$ cat src/rtl/instr_issue.sv
// Instruction fetch/issue sequencer: reads opcodes from a synchronous-read
// program memory starting at PC 0 and offers them over a valid/ready handshake.
module instr_issue #(
  parameter int                 ADDR_W  = 8,
  parameter int                 INSTR_W = 4,
  parameter logic [INSTR_W-1:0] HALT_OP = 4'hF
) (
  input  logic               clk,
  input  logic               reset,
  input  logic               start,
  output logic               imem_rd,
  output logic [ADDR_W-1:0]  imem_addr,
  input  logic [INSTR_W-1:0] imem_data,
  output logic [INSTR_W-1:0] instr,
  output logic               instr_valid,
  input  logic               instr_ready,
  output logic [ADDR_W-1:0]  pc,
  output logic               halted,
  output logic [15:0]        issue_count
);

  typedef enum logic [2:0] {
    S_IDLE,
    S_FETCH,
    S_CAPTURE,
    S_ISSUE,
    S_HALTED
  } state_t;

  state_t state;

  // NOTE: the reset branch sits in the sensitivity list so it acts immediately,
  // and every state element uses <= so all flops update from the same snapshot.
  always_ff @(posedge clk or negedge reset) begin
    if (!reset) begin
      state       <= S_IDLE;
      pc          <= '0;
      instr       <= '0;
      issue_count <= '0;
    end else begin
      case (state)
        S_IDLE, S_HALTED: begin
          if (start) begin
            pc          <= '0;
            issue_count <= '0;
            state       <= S_FETCH;
          end
        end
        S_FETCH: state <= S_CAPTURE;
        S_CAPTURE: begin
          // A HALT opcode is never offered, so instr keeps the last issued value.
          if (imem_data == HALT_OP) begin
            state <= S_HALTED;
          end else begin
            instr <= imem_data;
            state <= S_ISSUE;
          end
        end
        S_ISSUE: begin
          if (instr_ready) begin
            pc <= pc + ADDR_W'(1);
            if (issue_count != 16'hFFFF) issue_count <= issue_count + 16'd1;
            state <= S_FETCH;
          end
        end
        default: state <= S_IDLE;
      endcase
    end
  end

  // Moore outputs decoded from the state register only.
  assign imem_rd     = (state == S_FETCH);
  assign instr_valid = (state == S_ISSUE);
  assign halted      = (state == S_HALTED);
  assign imem_addr   = pc;

endmodule

$ cat config.mk
export PLATFORM = sky130hd
export DESIGN_NAME = instr_issue
export DESIGN_NICKNAME = d
export VERILOG_FILES = /design/src/rtl/instr_issue.sv
export SDC_FILE = /design/constraint.sdc
export NUM_CORES = 1
export LEC_CHECK = 0
export CAP_MARGIN = 40
export CORE_MARGIN = 8
export CORE_UTILIZATION = 43
export DETAILED_ROUTE_END_ITERATION = 16
export GPL_ROUTABILITY_DRIVEN = 0
export GPL_TIMING_DRIVEN = 0
export HOLD_SLACK_MARGIN = 0.15
export PLACE_DENSITY = 0.72
export SLEW_MARGIN = 20
export SYNTH_ARGS = -nofsm -noshare
export SYNTH_HDL_FRONTEND = slang
export SYNTH_SLANG_ARGS = --single-unit
$ cat constraint.sdc
create_clock -name clk -period 2.2 [get_ports clk]
set_input_delay 0.33 -clock clk [delete_from_list [all_inputs] [get_ports clk]]
set_output_delay 0.33 -clock clk [all_outputs]
set_load 0.02 [all_outputs]
==> results of run 1 <==
-- cell type report --
type                            instances  share of cell area
Timing Repair Buffer                   47               0.196
Inverter                                3             0.00476
Sequential cell                        31               0.328
Clock inverter                          1             0.00212
Buffer                                 17              0.0519
Tap cell                               50              0.0265
Multi-Input combinational cell        129               0.356
Clock buffer                            6              0.0349
-- cells by family (layout without fill, tap and decap cells) --
logic type	count (synthesis)	count (layout)
XOR/XNOR	6	6
AND/OR/NAND/NOR	80	80
multiplexers	2	2
buffers and inverters	20	74
flip-flops	31	31
AO/OA/AOI/OAI	39	39
adder cells (fa/ha/maj)	2	2
-- cells in the final DEF, fill, tap and decap left out, types with 2 or more instances in the layout --
| cell type | n |
|---|---|
| a221o_1 | 3 |
| a31oi_1 | 9 |
| and2_1 | 2 |
| and3_1 | 3 |
| and4_1 | 6 |
| and4_4 | 2 |
| buf_2 | 6 |
| buf_4 | 8 |
| buf_6 | 3 |
| clkbuf_8 | 6 |
| clkdlybuf4s50_1 | 44 |
| dfrtp_1 | 31 |
| ha_1 | 2 |
| inv_1 | 3 |
| mux2_2 | 2 |
| nand2_1 | 20 |
| nand3_1 | 6 |
| nand4_1 | 8 |
| nor2_1 | 17 |
| nor2b_1 | 2 |
| nor3_1 | 5 |
| nor4_1 | 2 |
| o2111ai_1 | 2 |
| o211ai_1 | 2 |
| o21ai_0 | 6 |
| o22a_1 | 3 |
| o31a_1 | 2 |
| xor2_1 | 6 |
-- state kept, by name, indices dropped and copies added (netlist names) --
name and flops:
issue_count 16, state 3, imem_addr 8, instr 4
-- layer usage --
metal | GRT usage | routed length (µm) | up-vias
li1 | - | - | 774
met1 | 0.163 | 1890 | 749
met2 | 0.218 | 2010 | 46
met3 | 0.0372 | 296 | 6
met4 | 0.0455 | 57 | 0
met5 | 0 | 0 | -
-- power by group through the flow --
| stage | Sequential (µW) | Combinational, µW | Clock, µW |
|---|---|---|---|
| after floorplan | 954 | 559 | 0 |
| after global placement | 842 | 1130 | 0 |
| after detailed placement | 842 | 1140 | 0 |
| after CTS | 834 | 1140 | 464 |
| after global routing | 853 | 1210 | 492 |
| final | 835 | 1120 | 453 |
-- timing repair --
item / in CTS / in global routing
buffers inserted: 0 / 0
hold buffers: 1 / 0
hold endpoints to repair: 31 / 0
setup endpoints to repair: 1 / 0
gates resized for setup: 1 / 0
-- metrics by stage --
stage                     area (µm²)  hold WS (ps)  worst slack (ps)
after floorplan                 1750          34.4               337
after global placement          2270           476               126
after detailed placement        2270           422              98.5
after CTS                       2360           494               117
after global routing            2360           506              5.87
final                           2360           490               130
-- worst min-delay path by stage --
stage	from	end	slack, ps	cells after the start
2_1_floorplan	reset	imem_addr[0]$_DFFE_PN0P_	30	0
5_1_grt	instr[1]$_DFFE_PN0P_	instr[1]$_DFFE_PN0P_	510	1
4_1_cts	instr[3]$_DFFE_PN0P_	instr[3]$_DFFE_PN0P_	490	1
3_3_place_gp	instr[1]$_DFFE_PN0P_	instr[1]$_DFFE_PN0P_	480	1
3_5_place_dp	reset	issue_count[12]$_DFFE_PN0P_	420	1
6_report	instr[1]$_DFFE_PN0P_	instr[1]$_DFFE_PN0P_	490	1
-- critical path: cells and delay by family (launching register included) --
kind,cells,cell delay (ps)
buffers and inverters,3,740
DFF,1,310
and+or+nand+nor,2,400
==> results by stage, run 1 <==
STA:
- The worst relative slew slack is 0.531.
- For the final routed database, the setup TNS stands at 0 ps.
- In the finished design, the share of the clock period the worst path needs comes to 0.941.
- The worst path in the final design needs a cycle of 2070 ps, including I/O delays and setup.
- Setup violations remaining at the end of the flow were counted as 0.
- The number of pins with negative max-slew slack in the final report was 0.
- The hold violation total from the final report was 0.
- At the pin with the least slew margin, the transition time is between 700 and 800 ps.
- Setup repair after global routing left no endpoint under its margin.
- The setup clock skew after layout is just under 5 ps.
- Derived from the worst setup path, the maximum achievable clock frequency is 0.483 GHz.

Yosys:
- Of the total synthesized cell area, the portion taken by full adders, half adders and majority gates is 0.0143.
- The share of async-settable or async-resettable flops after synthesis is 1.00.
- The fraction of the mapped netlist area in compound gates came to 0.171.
- In this run, distinct cell masters in the synthesized netlist total between 40 and 50.
- The synthesized netlist net count is 190.
- For this run, the register share of the synthesized area comes to 0.443.
- The most instantiated library cell after synthesis is dfrtp_1.
- The dominant combinational cell family by area after synthesis is simple AND/OR/NAND/NOR gates.
- The cell area that synthesis handed to floorplanning was 1750 µm².
- The synthesized design contains 31 register bits.
- After technology mapping, the gate count stands at 180.
- The top-area cell type share of the netlist area is 0.443.
- The post-synthesis share of cell area spent on xor and xnor gates is 0.0300.
- The portion of netlist area occupied by mux cells is 0.0129.
- Of the total synthesized cell area, the portion taken by AND, OR, NAND and NOR gates is 0.252.
- Sorting the synthesized cells by how often they occur yields dfrtp_1, nand2_1, nor2_1, a31oi_1.
- The number of enable flip-flop cells after synthesis is 0.
- The average instance area after synthesis is 9.72 µm².
- Summed over all instances, the cell type with the most area after synthesis is dfrtp_1.
- The Yosys step of the flow raised 0 warnings.
- Ranked by total cell area, the synthesized netlist is headed by dfrtp_1, nand2_1, nor2_1, buf_4, a31oi_1.
- The prevailing post-synth register cell is dfrtp_1.

Cells and area:
- Compared with the post-synthesis result, the final layout area differs by 35.1%.
- In the final layout, the multi-input gates occupy 841 µm².
- Summing all flip-flop and latch instances after layout gives approximately 780 µm².
- The share of final-layout standard cells stronger than drive strength 1 is 0.141.
- The post-layout net count is approximately 240.
- The post-route non-filler standard cell count is 284.
- Fill cells in the final layout number 373.
- The number of antenna diodes in the final layout is 0.
- The core occupancy in the finished layout is 0.595.

Clocking:
- No sink is reached through more buffers than the 2 on the longest clock path.
- Counting every sink on the clock net gives 31.
- In this run the number of H-tree levels came out at 2.
- The clock transition at the registers of the reported paths is 60 ps.
- The number of CTS-inserted buffers is 5.
- The tree is rooted in a clkbuf_8.
- Clock latency on the worst-skew pair, taken at its later pin, is 290 ps.
- The TritonCTS clock tree is yes.

Power:
- Of the total power, registers draw 0.347.
- Of the total power, the clock network draws 0.188.
- The net switching power is 949 µW.
- The internal power of the cells totals 1460 µW.
- The standby leakage power is 0.00101 µW.
- After layout, the design draws a total of 2410 µW.
- Of the total power, the share spent switching nets is 0.394.
- The maximum resistive drop on vdd is 0.609 mV.
- The cell area power density is between 1000 and 1500 nW/µm².
- The combinational power share is 0.465.

Die:
- The width of the die is 79.8 µm.
- The floorplan has 23 rows.
- The die outline area is 6370 µm².
- For this configuration, the core starts out at a cell density of 0.441.
- The floorplan core area is ~4000 µm².
- In this run the count of I/O pins placed on the die edge is 47.
- The height of the die is 79.8 µm.

Min path:
- The class of the worst hold path is reg2reg.

Detailed routing:
- The total iterations of the first detailed-routing run is 4.
- For this run, design rule violations remaining after detail routing come to 0.
- The routed layout has 1,575 vias.
- The count of nets left with antenna violations once routing finished came out at 0.
- The first routing iteration left 84 violations.
- The routed design has 4250 µm of wire.
- The mean routed wirelength per cell is 15.0 µm.
- The average via count per standard cell is around 5.5.

GRT:
- The global-route wire length before repair is between 6000 and 7000 µm.
- In the global route stage, overall resource usage came out at 0.133.
- The via count of the first global-routing pass is roughly 1,400.
- The number of antenna violations at the first check in global routing is 0.
- The sum of overflow across all layers after global routing is 0.
- Entering global routing, the biggest net connects 32 pins.

Setup path:
- For the worst setup path, the data required time is 1870 ps.
- The launch point of the worst path is state[1]$_DFFE_PN0P_.
- The capturing element type of the critical path is an output pin.
- The signal arrival time at the worst endpoint is 1740 ps.
- For this design, the slowest cell found on the critical path is dlygate4sd2_1.
- The most numerous cell on the critical path is buf_2.
- Setup slack on the worst reg-to-reg path comes out at 320 ps.
- The largest incremental delay on the critical path is 360 ps.
- The critical path capture point is instr_valid.
- The worst setup path category is reg2out.
- The largest fanout on the critical path is 9.
- The critical path startpoint category is a flop.
- The worst reg2reg path startpoint is issue_count[0]$_DFFE_PN0P_.
- The worst register-to-register path ends at issue_count[2]$_DFFE_PN0P_.
- The number of cell instances on the worst register-to-register path is 6.
- Traced cell by cell, the critical path runs through buf_2, nor2b_1, and2_1, buf_2, dlygate4sd2_1.

Place:
- The count of buffers added on input and output ports is between 40 and 50.
- The number of cells after detailed placement is 276.
- The placed wire-length estimate is between 3000 and 4000 µm.

Run:
- The count of max-cap constraint violations is 0.

Run status:
- The run finished with clean final reports.
No activity file was read; power rests on OpenSTA's default activity.
==> run 2, diff against run 1 <==
Settings changed: CORE_MARGIN 8 to not set, PLACE_DENSITY 0.72 to 0.74, SETUP_SLACK_MARGIN set to 0.05.
==> results by stage, run 2 (same netlist as run 1, synthesis figures left out) <==
Run status:
- The run finished with clean final reports.

Cells and area:
- The repair_antennas step left the layout with diodes totalling 0.
- The share of final-layout standard cells stronger than drive strength 1 is 0.145.
- The finished layout holds 283 standard cells, fillers aside.
- The post-layout net count is 244.
- Ranked by flip-flop count, first place goes to issue_count.
- The most common library cell in the layout ignoring fill and taps is clkdlybuf4s50_1.
- The layout has 338 filler cells.
- The flip-flop count of the largest register, all copies and words added is 16.
- In the layout the commonest cells are clkdlybuf4s50_1, dfrtp_1, nand2_1.
- The area growth from synthesis to layout is 35.8%.

Clocking:
- The largest buffer count on any clock path is 2.
- The number of CTS-inserted buffers is 5.
- TritonCTS built the clock tree.
- The number of clock sinks is 31.
- The cell sitting at the root of the clock tree is a clkbuf_8.
- The post-CTS setup repair buffer count is 0.
- After clock tree synthesis, the clock-pin slew on the worst setup and hold paths is 60 ps.
- The number of levels in the clock H-tree is 2.
- For the worst-skew pair, the clock arrives at the later sink with an insertion delay of 280 ps.

Die:
- During I/O placement, the number of pins put on the boundary was 47.
- The floorplan step set the die width to 65.8 µm.
- The die covers 4330 µm².
- The row count is 22.
- For this configuration, the core starts out at a cell density of 0.464.
- The core region is 3770 µm².
- From bottom edge to top edge, the die measures around 66 µm.

Place:
- Detailed placement finished with a half-perimeter wire length of around 2800 µm.
- At the placement stage, the worst setup path has a slack of between 100 and 150 ps.
- The count of input and output buffers is 46.
- The number of cells after detailed placement is 274.

Detailed routing:
- In the final routed layout, each cell accounts on average for ~14 µm.
- The total wirelength of the detailed-routed design is 3980 µm.
- The highest layer touched by signal routing is met4.
- Summed over all nets, wire length on met2 after detailed routing comes to around 1800 µm.
- After the first detailed-routing iteration, the DRC count stood at 124.
- The first detailed-routing pass ran for 4 iterations.
- The number of routed nets with antenna violations is 0.
- The average via count per standard cell is ~5.6.
- Summed over all nets, wire length on met3 after detailed routing comes to 227 µm.
- The number of remaining DRC errors is 0.
- The routed length on met1 is ~1900 µm.
- The total number of vias is 1,584.

Setup path:
- The capturing element type of the critical path is an output pin.
- STA classifies the critical path startpoint as a flop.
- For flop-to-flop paths, the worst setup slack is roughly 300 ps.
- The worst setup path category is reg2out.
- Traced cell by cell, the critical path runs through buf_2, nor2b_2, and2_1, buf_2, dlygate4sd2_1.
- The number of cell instances on the worst register-to-register path is 6.
- The largest single stage delay on the critical path is 360 ps.
- The terminus of the critical flop-to-flop path is issue_count[2]$_DFFE_PN0P_.
- The critical path ends at instr_valid.
- The library cell contributing the largest single delay on the critical path is dlygate4sd2_1.
- The most numerous cell type found on the critical path is buf_2.
- The worst reg2reg path startpoint is issue_count[0]$_DFFE_PN0P_.
- The required time at the worst-slack endpoint is approximately 1900 ps.
- For the worst setup path, the data arrival time is 1680 ps.
- The launch point of the worst path is state[1]$_DFFE_PN0P_.
- The largest fanout on the critical path is 9.

STA:
- The worst relative slew slack is 0.536.
- Across the routed clock network, the largest skew measured is 5.95 ps.
- The final critical delay including setup and external delays is 2010 ps.
- The final setup TNS is 0 ps.
- The final period utilization is 0.912.
- For this run, the top clock speed supported by timing is ~0.5 GHz.
- The number of pins with negative max-slew slack in the final report came to 0.
- The actual slew at the worst max-slew pin is 696 ps.
- In the post-route analysis, the smallest setup slack over all paths is 193 ps.
- The hold violation total from the final report is 0.
- The total setup violations reported at the end of the flow is 0.
- Setup repair after global routing left no endpoint under its margin.

Power:
- The overall power of the completed layout is 2450 µW.
- The standby leakage power is 0.00101 µW.
- The maximum resistive drop on vdd is about 0.63 mV.
- The cell area power density is 1030 nW/µm².

GRT:
- For this run, the total global-route usage over all layers was measured as 0.200.
- The via count of the first global-routing pass came to 1,418.
- Entering global routing, the biggest net connects 32 pins.
- The number of antenna violations at the first check in global routing is 0.
- The first global-routing pass estimated 6600 µm of wire.
- The sum of overflow across all layers after global routing is 0.

Run:
- The tool flagged a number of max-cap violations equal to 0.

Min path:
- The worst hold path belongs to the class reg2reg.
-- run 2: area by class of cell --
| cell class | instances | area (µm²) | share of cell area |
|---|---|---|---|
| Timing Repair Buffer | 47 | 464 | 0.195 |
| Buffer | 17 | 123 | 0.0516 |
| Clock buffer | 8 | 100 | 0.0421 |
| Sequential cell | 31 | 776 | 0.326 |
| Tap cell | 48 | 60.1 | 0.0253 |
| Multi-Input combinational cell | 129 | 843 | 0.355 |
| Inverter | 3 | 11.3 | 0.00474 |
-- run 2: worst max-delay path, delay by kind of cell (launching register included) --
kind                   cells  cell delay [ps]
DFF                        1              310
and+or+nand+nor            2              350
buffers and inverters      3              740
-- run 2: timing repair --
item | 4_1_cts | 5_1_grt
resized for setup | 1 | 1
setup endpoints to repair | 1 | 1
endpoints found under the hold margin | 31 | 0
gates cloned | 0 | 0
pin swaps | 0 | 0
hold buffers | 1 | 0
-- run 2: worst min path at each step --
stage / from / to / slack [ps] / cells past startpoint
3_3_place_gp: instr[1]$_DFFE_PN0P_ / instr[1]$_DFFE_PN0P_ / 480 / 1
2_1_floorplan: reset / imem_addr[0]$_DFFE_PN0P_ / 30 / 0
6_report: instr[3]$_DFFE_PN0P_ / instr[3]$_DFFE_PN0P_ / 490 / 1
4_1_cts: instr[3]$_DFFE_PN0P_ / instr[3]$_DFFE_PN0P_ / 490 / 1
5_1_grt: instr[1]$_DFFE_PN0P_ / instr[1]$_DFFE_PN0P_ / 510 / 1
3_5_place_dp: reset / instr[1]$_DFFE_PN0P_ / 420 / 1
-- run 2: through the flow --
stage	util	hold WS [ps]	area, µm²
2_1_floorplan	-	34.4	1750
3_3_place_gp	0.602	481	2270
3_5_place_dp	0.601	418	2270
4_1_cts	0.630	492	2370
5_1_grt	0.630	506	2380
6_report	0.630	485	2380
-- run 2: routing by layer --
metal / up-vias / global-route usage
li1: 775 / -
met1: 760 / 0.269
met2: 45 / 0.319
met3: 4 / 0.0431
met4: 0 / 0.0652
met5: - / 0
-- run 2: power breakdown --
group / total [µW] / switching, µW / internal [µW]
sequential: 838 / 137 / 701
combinational: 1120 / 604 / 517
clock: 486 / 201 / 285
